===== src/rtl/ultrasonic_sequencer.sv =====
// rtl/ultrasonic_sequencer.sv - HC-SR04 trigger, echo timing, timeout and holdoff sequencer
module ultrasonic_sequencer #(
  parameter int unsigned TRIG_CYCLES    = 500,
  parameter int unsigned TIMEOUT_CYCLES = 1500000,
  parameter int unsigned HOLDOFF_CYCLES = 3000000
) (
  input  logic        clk,
  input  logic        rst,
  input  logic        enable,
  input  logic        echo,
  output logic        trigger,
  output logic [31:0] echo_duration,
  output logic        data_valid,
  output logic        timeout,
  output logic        busy
);

  typedef enum logic [2:0] {
    IDLE,
    TRIG,
    WAIT_HIGH,
    MEASURE,
    HOLDOFF
  } state_e;

  localparam logic [31:0] TRIG_LAST    = TRIG_CYCLES - 1;
  localparam logic [31:0] TIMEOUT_LAST = TIMEOUT_CYCLES - 1;
  localparam logic [31:0] TIMEOUT_MAX  = TIMEOUT_CYCLES;
  localparam logic [31:0] HOLDOFF_LAST = HOLDOFF_CYCLES - 1;

  state_e      state_q, state_d;
  logic [31:0] cnt_q, cnt_d;
  logic [31:0] dur_q, dur_d;
  logic        dv_q, dv_d;
  logic        to_q, to_d;
  logic        trig_q;
  logic        busy_q;
  logic        echo_meta_q, echo_s_q, echo_p_q;
  logic        rise;

  assign rise = echo_s_q & ~echo_p_q;

  always_comb begin
    state_d = state_q;
    cnt_d   = cnt_q;
    dur_d   = dur_q;
    dv_d    = 1'b0;
    to_d    = 1'b0;
    case (state_q)
      IDLE: begin
        if (enable) begin
          state_d = TRIG;
          cnt_d   = '0;
        end
      end
      TRIG: begin
        if (cnt_q == TRIG_LAST) begin
          state_d = WAIT_HIGH;
          cnt_d   = '0;
        end else begin
          cnt_d = cnt_q + 32'd1;
        end
      end
      WAIT_HIGH: begin
        // Only a fresh edge starts a measurement; a stale high level is ignored.
        if (rise) begin
          state_d = MEASURE;
          cnt_d   = 32'd1;
        end else if (cnt_q == TIMEOUT_LAST) begin
          state_d = HOLDOFF;
          cnt_d   = '0;
          to_d    = 1'b1;
        end else begin
          cnt_d = cnt_q + 32'd1;
        end
      end
      MEASURE: begin
        if (!echo_s_q) begin
          state_d = HOLDOFF;
          cnt_d   = '0;
          dur_d   = cnt_q;
          dv_d    = 1'b1;
        end else if (cnt_q == TIMEOUT_MAX) begin
          state_d = HOLDOFF;
          cnt_d   = '0;
          to_d    = 1'b1;
        end else begin
          cnt_d = cnt_q + 32'd1;
        end
      end
      HOLDOFF: begin
        // A stuck echo keeps restarting the idle interval.
        if (echo_s_q) begin
          cnt_d = '0;
        end else if (cnt_q == HOLDOFF_LAST) begin
          state_d = enable ? TRIG : IDLE;
          cnt_d   = '0;
        end else begin
          cnt_d = cnt_q + 32'd1;
        end
      end
      default: begin
        state_d = IDLE;
        cnt_d   = '0;
      end
    endcase
  end

  always_ff @(posedge clk) begin
    if (rst) begin
      state_q     <= IDLE;
      cnt_q       <= '0;
      dur_q       <= '0;
      dv_q        <= 1'b0;
      to_q        <= 1'b0;
      trig_q      <= 1'b0;
      busy_q      <= 1'b0;
      echo_meta_q <= 1'b0;
      echo_s_q    <= 1'b0;
      echo_p_q    <= 1'b0;
    end else begin
      state_q     <= state_d;
      cnt_q       <= cnt_d;
      dur_q       <= dur_d;
      dv_q        <= dv_d;
      to_q        <= to_d;
      trig_q      <= (state_d == TRIG);
      busy_q      <= (state_d != IDLE);
      echo_meta_q <= echo;
      echo_s_q    <= echo_meta_q;
      echo_p_q    <= echo_s_q;
    end
  end

  assign trigger       = trig_q;
  assign echo_duration = dur_q;
  assign data_valid    = dv_q;
  assign timeout       = to_q;
  assign busy          = busy_q;

endmodule


===== config.mk =====
export PLATFORM = sky130hd
export DESIGN_NAME = ultrasonic_sequencer
export DESIGN_NICKNAME = d
export VERILOG_FILES = /design/src/rtl/ultrasonic_sequencer.sv
export SDC_FILE = /design/constraint.sdc
export NUM_CORES = 1
export LEC_CHECK = 0
export CAP_MARGIN = 5
export CORE_MARGIN = 3
export CORE_UTILIZATION = 60
export DETAILED_ROUTE_END_ITERATION = 10
export GPL_ROUTABILITY_DRIVEN = 0
export PLACE_DENSITY_LB_ADDON = 0.15
export SYNTH_ARGS = -nofsm -noshare
export SYNTH_HDL_FRONTEND = slang
export SYNTH_SLANG_ARGS = --single-unit

===== constraint.sdc =====
create_clock -name clk -period 6.8 [get_ports clk]
set_input_delay 1.02 -clock clk [delete_from_list [all_inputs] [get_ports clk]]
set_output_delay 1.02 -clock clk [all_outputs]
set_load 0.02 [all_outputs]

==> results of run 1 <==
-- cells in the final DEF (no fill, tap or decap), types with 3 or more instances in the layout --
cell type,instances
xnor2_1,3
buf_4,3
nor4b_1,3
nand2b_1,5
o311ai_1,11
bufinv_16,3
a211oi_1,3
nor3_1,9
nand2_1,109
clkdlybuf4s50_1,39
a22o_1,3
o21a_1,3
a21oi_1,38
or3_1,5
clkbuf_8,10
nor2b_1,4
inv_1,7
xor2_1,4
nor2_1,20
nand3_1,29
nand4_1,7
dfxtp_1,74
and2_1,4
mux2i_1,3
o21ai_0,8
nor4_1,7
and3_1,6
-- power by group through the flow --
stage | logic, uW | clock network, uW | registers (uW)
after floorplan | 23.6 | 0 | 449
after global placement | 29.6 | 0 | 449
after detailed placement | 30.6 | 0 | 450
after global routing | 34.8 | 433 | 440
final | 31.0 | 413 | 439
after CTS | 30.8 | 419 | 439
-- worst paths after layout --
path / start / end / slack (ns) / depth (start not counted)
max: enable / cnt_q[20] / 3.75 / 5
min: echo_duration[23] / echo_duration[23] / 0.45 / 2
max reg2reg: cnt_q[21] / cnt_q[16] / 3.87 / 7
min reg2reg: echo_duration[23] / echo_duration[23] / 0.45 / 2
-- layer usage --
| metal | GRT usage | up-vias | wire length [um] |
|---|---|---|---|
| li1 | - | 1540 | - |
| met1 | 0.334 | 1468 | 3530 |
| met2 | 0.392 | 122 | 3420 |
| met3 | 0.0493 | 17 | 441 |
| met4 | 0.125 | 0 | 151 |
| met5 | 0 | - | 0 |
-- registers in the layout (all words and copies together), names as in the netlist --
name and cells:
echo_p_q 1, cnt_q 32, state_q 3, data_valid 1, echo_s_q 1, echo_duration 32, busy 1, echo_meta_q 1
timeout 1, trigger 1
-- critical path, cell delays in order --
cell and delay (ns):
clkdlybuf4s50_1 0.41, or4_1 0.66, nor2_2 0.86, inv_1 0.14
o221ai_1 0.20
-- cells by family (layout without fill, tap and decap cells) --
family | count (synthesis) | count (layout) | share of synthesized area
XOR/XNOR | 7 | 7 | 0.0179
AND/OR/NAND/NOR | 225 | 225 | 0.327
AO/OA/AOI/OAI | 78 | 78 | 0.151
buffers and inverters | 41 | 64 | 0.0556
multiplexers | 3 | 3 | 0.00878
adder cells (fa/ha/maj) | 2 | 2 | 0.00731
flip-flops | 74 | 74 | 0.433
-- layout make-up --
class / instances / share of cell area
multi-input cells: 315 / 0.438
well taps: 70 / 0.0219
clock inverters: 5 / 0.0256
clock buffers: 10 / 0.0344
flip-flops and latches: 74 / 0.370
inverters: 7 / 0.00656
repair buffers: 42 / 0.103
-- stage by stage --
| stage | utilization | std cells | area, sq um |
|---|---|---|---|
| after floorplan | - | 430 | 3420 |
| after global placement | 0.710 | 508 | 3760 |
| after detailed placement | 0.710 | 508 | 3760 |
| after CTS | 0.755 | 523 | 4000 |
| after global routing | 0.755 | 523 | 4000 |
| final | 0.755 | 523 | 4000 |
==> metrics, run 1 <==
status finished, final reports clean; IO Port Bufs 39; # DRC 0; vias in the first global route 2836; Period minus WS final 3.05 ns; Total Power 883 uW; fill count 403; dpl ws around 3.4 ns; Core Box Area 0.00530 sq mm; Wirelength per Cell about 14 um; Pint between 600 and 700 uW; worst hold margin 0.453 ns; area leader, netlist dfxtp_1; Crit path required time 7.06 ns; final slew viol count 0; Hold Path Class flip-flop to flip-flop; # resized after CTS 0; Post-DRT Antenna Nets 0; worst-path maximum fanout 27; Post-CTS Hold Fix Bufs 0; Sink Count 74; post-synthesis async set-or-reset flop share 0; combinational power share 0.035; sequential share of power 0.497; FF+latch area approximately 0.0015 sq mm; Post-synth top flop dfxtp_1; Final Hold Vio Count 0; Peak Freq 328 MHz; ANT cells 0; Setup Viol. Count Final 0; share of layout cells above drive strength 1 0.0640; Netlist Area Pre-Place 0.00342 sq mm; Clock Latency Late Sink around 0.35 ns; die height 81.5 um; via count 3147; Yosys cell types 50; synth warn 0; GRT Residual Overflow 0; top post-synthesis cells by area dfxtp_1 43%, nand2_1 12%, a21oi_1 5.6%, nand3_1 4.2%, o311ai_1 2.8%; vias per cell 6.02; instance count of the mapped netlist 430; H-tree Lvls 3; area of the multi-input gates 0.00175 sq mm; setup repair after global routing missed its margin no; post-synthesis sequential area ratio 0.433; Clock power frac 0.467; cell area power density 221 mW/mm^2; DIE WIDTH 81.5 um; clock skew 0.00640 ns; Starting Density 0.645; antenna violations before repair 0; Tcrit/Tclk final 0.448; Seq cells post-synth 74; Initial DRC Count ~300; CTS tree yes; setup tns final 0 ns; area grow syn2layout 17.0%; final setup margin between 3 and 4 ns; Detailed Place HPWL about 5200 um; LEAKAGE roughly 0.0013 uW; switch share 0.210; most common cell in the netlist nand2_1; worst-margin pin slew 1.18 ns; cts bufs inserted 9; most frequent cells after synthesis 109 x nand2_1, 74 x dfxtp_1, 38 x a21oi_1, 29 x nand3_1, 24 x clkbuf_1; CP Launch Type primary input; die area 0.00664 sq mm; Slew Limit Headroom 0.212; Mapped Nets 436; Worst Setup Path Type primary input to flip-flop; Post-CTS Repair Setup Buffers 0; peak supply drop 0.183 mV; CP endpoint kind flip-flop; root buffer cell clkbuf_8; CTS clk-pin slew, worst paths 0.07 ns; Syn Area/Cell 7.96 sq um; I/O Pins 40; largest net degree at the start of global routing 33; FP Rows 26; first-pass GRT wire length 13100 um; GR Util All Layers 0.252; TritonRoute pass-1 iters 5; share of the synthesized area in the top cell type 0.433; WP data arrival 3.30 ns; nets@finish between 400 and 500; Post-synth EDFFs 0; maxcap violations 0; clk buf depth 2; WL final 7550 um; Switch Pwr between 150 and 200 uW
No activity file was read; power rests on OpenSTA's default activity.
==> run 2: changes to the inputs <==
CORE_UTILIZATION = 55   (was 60)
clock period = 2.82 ns   (was 6.8 ns; I/O delays follow)
==> metrics, run 2 (synthesis results as in run 1) <==
DIE WIDTH 84.9 um (was 81.5 um); share of layout cells above drive strength 1 0.0884 (was 0.0640); Post-Place Cells 524 (was 508); nets@finish 466 (was 455); IO Port Bufs 39 (unchanged); Sink Count 74 (unchanged); setup tns final 0 ns (unchanged); final slew viol count 0 (unchanged); peak supply drop 0.295 mV (was 0.183 mV); Post-DRT Antenna Nets 0 (unchanged); Slowest-stage cell, CP dfxtp_1 (was nor2_2); worst-margin pin slew 0.445 ns (was 1.18 ns); FP Rows 28 (was 26); Post-CTS Hold Fix Bufs 0 (unchanged); r2r startpoint cnt_q[1] (was cnt_q[21]); CP Launch Type flip-flop (was primary input); setup repair after global routing missed its margin no (unchanged); Final Hold Vio Count 0 (unchanged); die area 0.00720 sq mm (was 0.00664 sq mm); area of the multi-input gates 0.00177 sq mm (was 0.00175 sq mm); reg2reg setup slack 0.24 ns (was 3.87 ns); r2r endpoint cnt_q[28] (was cnt_q[16]); die height 84.9 um (was 81.5 um); Clock Latency Late Sink 0.35 ns (about the same); commonest non-fill, non-tap cell in the layout nand2_1 (unchanged); FF+latch area 0.00148 sq mm (about the same); Initial DRC Count 278 (was 296); H-tree Lvls 3 (unchanged); Placed Area 0.00386 sq mm (was 0.00376 sq mm); vias per cell 5.78 (was 6.02); first-pass GRT wire length 14000 um (was 13100 um); Detailed Place HPWL 5580 um (was 5200 um); Setup Viol. Count Final 0 (unchanged); WL final 8020 um (was 7550 um); LEAKAGE 0.00131 uW (was 0.00128 uW); clk buf depth 2 (unchanged); Finished Layout Cells 539 (was 523); met2 GRT Util 0.364 (was 0.392); area grow syn2layout 18.5% (was 17.0%); maxcap violations 0 (unchanged); GR Util All Layers 0.241 (was 0.252); final instance area 0.00406 sq mm (was 0.00400 sq mm); via count 3114 (was 3147); Setup crit start cnt_q[1] (was enable); TritonRoute pass-1 iters 4 (was 5); antenna violations before repair 0 (unchanged); clock skew 0.00702 ns (was 0.00640 ns); FF-to-FF path depth 7 (unchanged); worst-path maximum fanout 5 (was 27); most frequent cells in the layout 109 x nand2_1, 73 x dfxtp_1, 39 x clkdlybuf4s50_1 (was 109 x nand2_1, 74 x dfxtp_1, 39 x clkdlybuf4s50_1); Peak Freq 388 MHz; I/O Pins 40 (unchanged); Crit path required time 3.07 ns (was 7.06 ns); largest net degree at the start of global routing 33 (unchanged); # DRC 0 (unchanged); root buffer cell clkbuf_8 (unchanged); GRT Residual Overflow 0 (unchanged); Starting Density 0.574 (was 0.645); Wirelength per Cell 14.9 um (was 14.4 um); Slew Limit Headroom 0.699 (was 0.212); CP endpoint kind flip-flop (unchanged); WHS Path Cells 2 (unchanged); CTS clk-pin slew, worst paths 0.08 ns (was 0.07 ns); max incr delay on CP 0.43 ns (was 0.86 ns); status finished, final reports clean (unchanged); Hold Path Class flip-flop to flip-flop (unchanged); CTS tree yes (unchanged); WP data arrival 2.83 ns (was 3.30 ns); cts bufs inserted 9 (unchanged); cell area power density 467 mW/mm^2 (was 221 mW/mm^2); Tcrit/Tclk final 0.915; met1 Resource Use GR 0.335 (was 0.334); CP cell instances ha_1 -> nand3_1 -> nor4_2 -> nand3_1 -> or3_1 -> or3_1 -> o311ai_1 (was clkdlybuf4s50_1 -> or4_1 -> nor2_2 -> inv_1 -> o221ai_1); Worst Setup Path Type flip-flop to flip-flop (was primary input to flip-flop); ANT cells 0 (unchanged); Period minus WS final ~2.6 ns; Critical Path Sink cnt_q[28] (was cnt_q[20]); vias in the first global route 2910 (was 2836); met3 usage 0.0447 (was 0.0493); global routing's busiest layer met2 (unchanged); Core Box Area 0.00596 sq mm (was 0.00530 sq mm); fill count 514 (was 403)
run 2: where the power goes:
| group | internal (uW) | switching (uW) | leakage (uW) |
|---|---|---|---|
| combinational | 32.5 | 51.6 | 0.000623 |
| clock | 362 | 385 | 0.0000916 |
| sequential | 1050 | 9.04 | 0.000598 |
run 2: stage by stage:
| step | util | setup WS, ns | hold slack [ns] | total power (uW) |
|---|---|---|---|---|
| 3_5_place_dp | 0.648 | 0.211 | 0.446 | 1170 |
| 2_1_floorplan | - | 0.496 | 0.414 | 1140 |
| 3_3_place_gp | 0.648 | 0.274 | 0.442 | 1170 |
| 6_report | 0.681 | 0.240 | 0.454 | 1890 |
| 5_1_grt | 0.681 | 0.000898 | 0.476 | 1970 |
| 4_1_cts | 0.678 | 0.148 | 0.457 | 1910 |
run 2: worst min-delay path by stage:
| stage | start | end |
|---|---|---|
| finish | echo_duration[18] | echo_duration[18] |
| global route | echo_duration[18] | echo_duration[18] |
| CTS | echo_duration[22] | echo_duration[22] |
| detailed placement | echo_duration[28] | echo_duration[28] |
| global placement | echo_duration[2] | echo_duration[2] |
| floorplan | echo_meta_q | echo_s_q |
run 2: critical path: cells and delay by family (launching register included):
family	cells	cell delay, ns
AOI/OAI and AO/OA	1	0.32
adders and majority gates	1	0.26
DFF	1	0.43
and+or+nand+nor	5	1.47
run 2: area by class of cell:
class,count,share of cell area
clock buffer,11,0.0373
clock inverter,4,0.00648
inverter,7,0.00648
multi-input combinational,315,0.436
sequential,74,0.366
tap,75,0.0231
timing repair buffer,53,0.125
run 2: timing repair:
action,in CTS,in global routing
setup endpoints to repair,0,4
setup buffers,0,0
gates resized for setup,0,3
run 2: routing by layer:
| metal | vias to the layer above | share of wire |
|---|---|---|
| li1 | 1572 | - |
| met1 | 1437 | 0.46 |
| met2 | 92 | 0.45 |
| met3 | 13 | 0.070 |
| met4 | 0 | 0.018 |
| met5 | - | 0 |
==> run 3: changes to the inputs <==
--- a/config.mk
+++ b/config.mk
@@ -12,2 +12,3 @@
 export GPL_ROUTABILITY_DRIVEN = 0
+export MAX_ROUTING_LAYER = met4
 export PLACE_DENSITY_LB_ADDON = 0.15
==> constraint.sdc (replaced) <==
create_clock -name clk -period 2.82 [get_ports clk]
set_input_delay 0.705 -clock clk [delete_from_list [all_inputs] [get_ports clk]]
set_output_delay 0.705 -clock clk [all_outputs]
set_load 0.02 [all_outputs]
==> metrics, run 3 (synthesis results as in run 1) <==
Sink Count 74 (unchanged); reg2reg setup slack 0.20 ns (was 0.24 ns); Hold Path End echo_duration[21] (was echo_duration[18]); GRT Residual Overflow 0 (unchanged); CP endpoint kind flip-flop (unchanged); FP Rows 28 (unchanged); share of layout cells above drive strength 1 0.0903 (was 0.0884); combinational power share 0.042 (was 0.044); CTS tree yes (unchanged); r2r endpoint cnt_q[9] (was cnt_q[28]); CP cell instances or4b_4 -> nor4_4 -> nand4_2 -> a22oi_4 -> a31oi_4 -> buf_4 -> a21oi_1 -> mux2i_1 (was ha_1 -> nand3_1 -> nor4_2 -> nand3_1 -> or3_1 -> or3_1 -> o311ai_1); IO Port Bufs 39 (unchanged); Hold Path Class flip-flop to flip-flop (unchanged); Setup crit start cnt_q[10] (was cnt_q[1]); FF-to-FF path depth 8 (was 7); Peak Freq 382 MHz (was 388 MHz); vias in the first global route 2892 (was 2910); cell area power density 504 mW/mm^2 (was 467 mW/mm^2); min-delay src echo_duration[21] (was echo_duration[18]); r2r startpoint cnt_q[10] (was cnt_q[1]); CP Launch Type flip-flop (unchanged); die height 84.9 um (unchanged); # DRC 0 (unchanged); WP data arrival 2.85 ns (was 2.83 ns); cts bufs inserted 9 (unchanged); worst-path maximum fanout 16 (was 5); Pint 1610 uW (was 1450 uW); WL final 8240 um (was 8020 um); final instance area 0.00411 sq mm (was 0.00406 sq mm); status finished, final reports clean (unchanged); CTS clk-pin slew, worst paths 0.08 ns (about the same); vias per cell 5.86 (was 5.78); clock skew 0.00796 ns (was 0.00702 ns); Crit path required time 3.05 ns (was 3.07 ns); Core Box Area 0.00596 sq mm (unchanged); TritonRoute pass-1 iters 5 (was 4); Slowest-stage cell, CP or4b_4 (was dfxtp_1); Top Family by Delay on Critical Path simple AND/OR/NAND/NOR gates (unchanged); ANT cells 0 (unchanged); Starting Density 0.574 (unchanged); Buf+Inv Stages, Crit Path 1 (was 0); Post-CTS Repair Setup Buffers 0 (unchanged); WHS Path Cells 2 (unchanged); peak supply drop 0.355 mV (was 0.295 mV); H-tree Lvls 3 (unchanged); sequential share of power 0.511 (was 0.560); Detailed Place HPWL 5720 um (was 5580 um); Setup Viol. Count Final 0 (unchanged); I/O Pins 40 (unchanged); DIE WIDTH 84.9 um (unchanged); Initial DRC Count 214 (was 278); most frequent cells in the layout 109 x nand2_1, 74 x dfxtp_1, 39 x clkdlybuf4s50_1 (was 109 x nand2_1, 73 x dfxtp_1, 39 x clkdlybuf4s50_1); die area 0.00720 sq mm (unchanged); Wirelength per Cell 15.3 um (was 14.9 um); nets@finish 466 (unchanged); LEAKAGE 0.00134 uW (was 0.00131 uW); area grow syn2layout 20.1% (was 18.5%); worst-margin pin slew 0.678 ns (was 0.445 ns); commonest non-fill, non-tap cell in the layout nand2_1 (unchanged); Post-CTS Hold Fix Bufs 0 (unchanged); Clock power frac 0.447 (was 0.395); Switch Pwr 464 uW (was 446 uW); maxcap violations 0 (unchanged); final slew viol count 0 (unchanged); setup tns final 0 ns (unchanged); Period minus WS final 2.62 ns (was 2.58 ns); max incr delay on CP 0.55 ns (was 0.43 ns); Slew Limit Headroom 0.548 (was 0.699); Final Hold Vio Count 0 (unchanged); via count 3164 (was 3114); GR Util All Layers 0.251 (was 0.241); Worst Setup Path Type flip-flop to flip-flop (unchanged); switch share 0.224 (was 0.236); clk buf depth 2 (unchanged); first-pass GRT wire length 14200 um (was 14000 um); Post-DRT Antenna Nets 0 (unchanged); setup repair after global routing missed its margin no (unchanged); Placed Area 0.00386 sq mm (unchanged); Clock Latency Late Sink 0.34 ns (was 0.35 ns); final setup margin 0.204 ns (was 0.240 ns); dpl ws 0.173 ns (was 0.211 ns); antenna violations before repair 0 (unchanged); Tcrit/Tclk final 0.928 (was 0.915); largest net degree at the start of global routing 45 (was 33); root buffer cell clkbuf_8 (unchanged)
==> run 3: layer usage <==
layer,part of all wire,up-vias,routed length [um],global-route usage
met2,0.44,137,3630,0.365
li1,-,1568,-,-
met5,0,-,0,-
met1,0.48,1444,3960,0.356
met3,0.064,15,531,0.0369
met4,0.015,0,127,0.0878
==> run 3: area by class of cell <==
type	count	area, sq um
Tap cell	75	93.8
Fill cell	510	1850
Timing Repair Buffer	53	508
Sequential cell	74	1480
Clock inverter	6	90.1
Inverter	7	26.3
Clock buffer	10	138
Multi-Input combinational cell	315	1770
==> run 3: worst max-delay path by stage <==
stage	slack, ns	depth (start not counted)	end
detailed placement	0.17	8	cnt_q[7]
global route	0.02	8	cnt_q[30]
CTS	0.13	8	cnt_q[9]
floorplan	0.50	8	cnt_q[26]
global placement	0.24	7	cnt_q[23]
finish	0.20	8	cnt_q[9]
==> run 3: stage by stage <==
step	utilization	instances	hold WS, ns	total power [uW]
2_1_floorplan	-	430	0.414	1140
3_3_place_gp	0.648	524	0.443	1170
3_5_place_dp	0.648	524	0.446	1170
4_1_cts	0.687	540	0.456	2080
5_1_grt	0.690	540	0.468	2140
6_report	0.690	540	0.456	2070
==> run 3: power by group through the flow <==
stage               Combinational [uW]  Clock (uW)  Sequential (uW)
CTS                               85.0         939             1060
detailed placement                84.3           0             1080
global route                      95.3         984             1060
global placement                  84.0           0             1080
finish                            87.0         926             1060
floorplan                         57.0           0             1080
==> run 3: timing repair <==
item | 4_1_cts | 5_1_grt
resized for setup | 0 | 3
setup endpoints to repair | 0 | 11
hold endpoints to repair | 0 | 0
==> run 3: worst reg2reg max path, stage by stage, from the launching register on <==
cell and delay [ns]:
dfxtp_1 0.37, or4b_4 0.55, nor4_4 0.30, nand4_2 0.21, a22oi_4 0.32, a31oi_4 0.24, buf_4 0.26, a21oi_1 0.17
mux2i_1 0.09
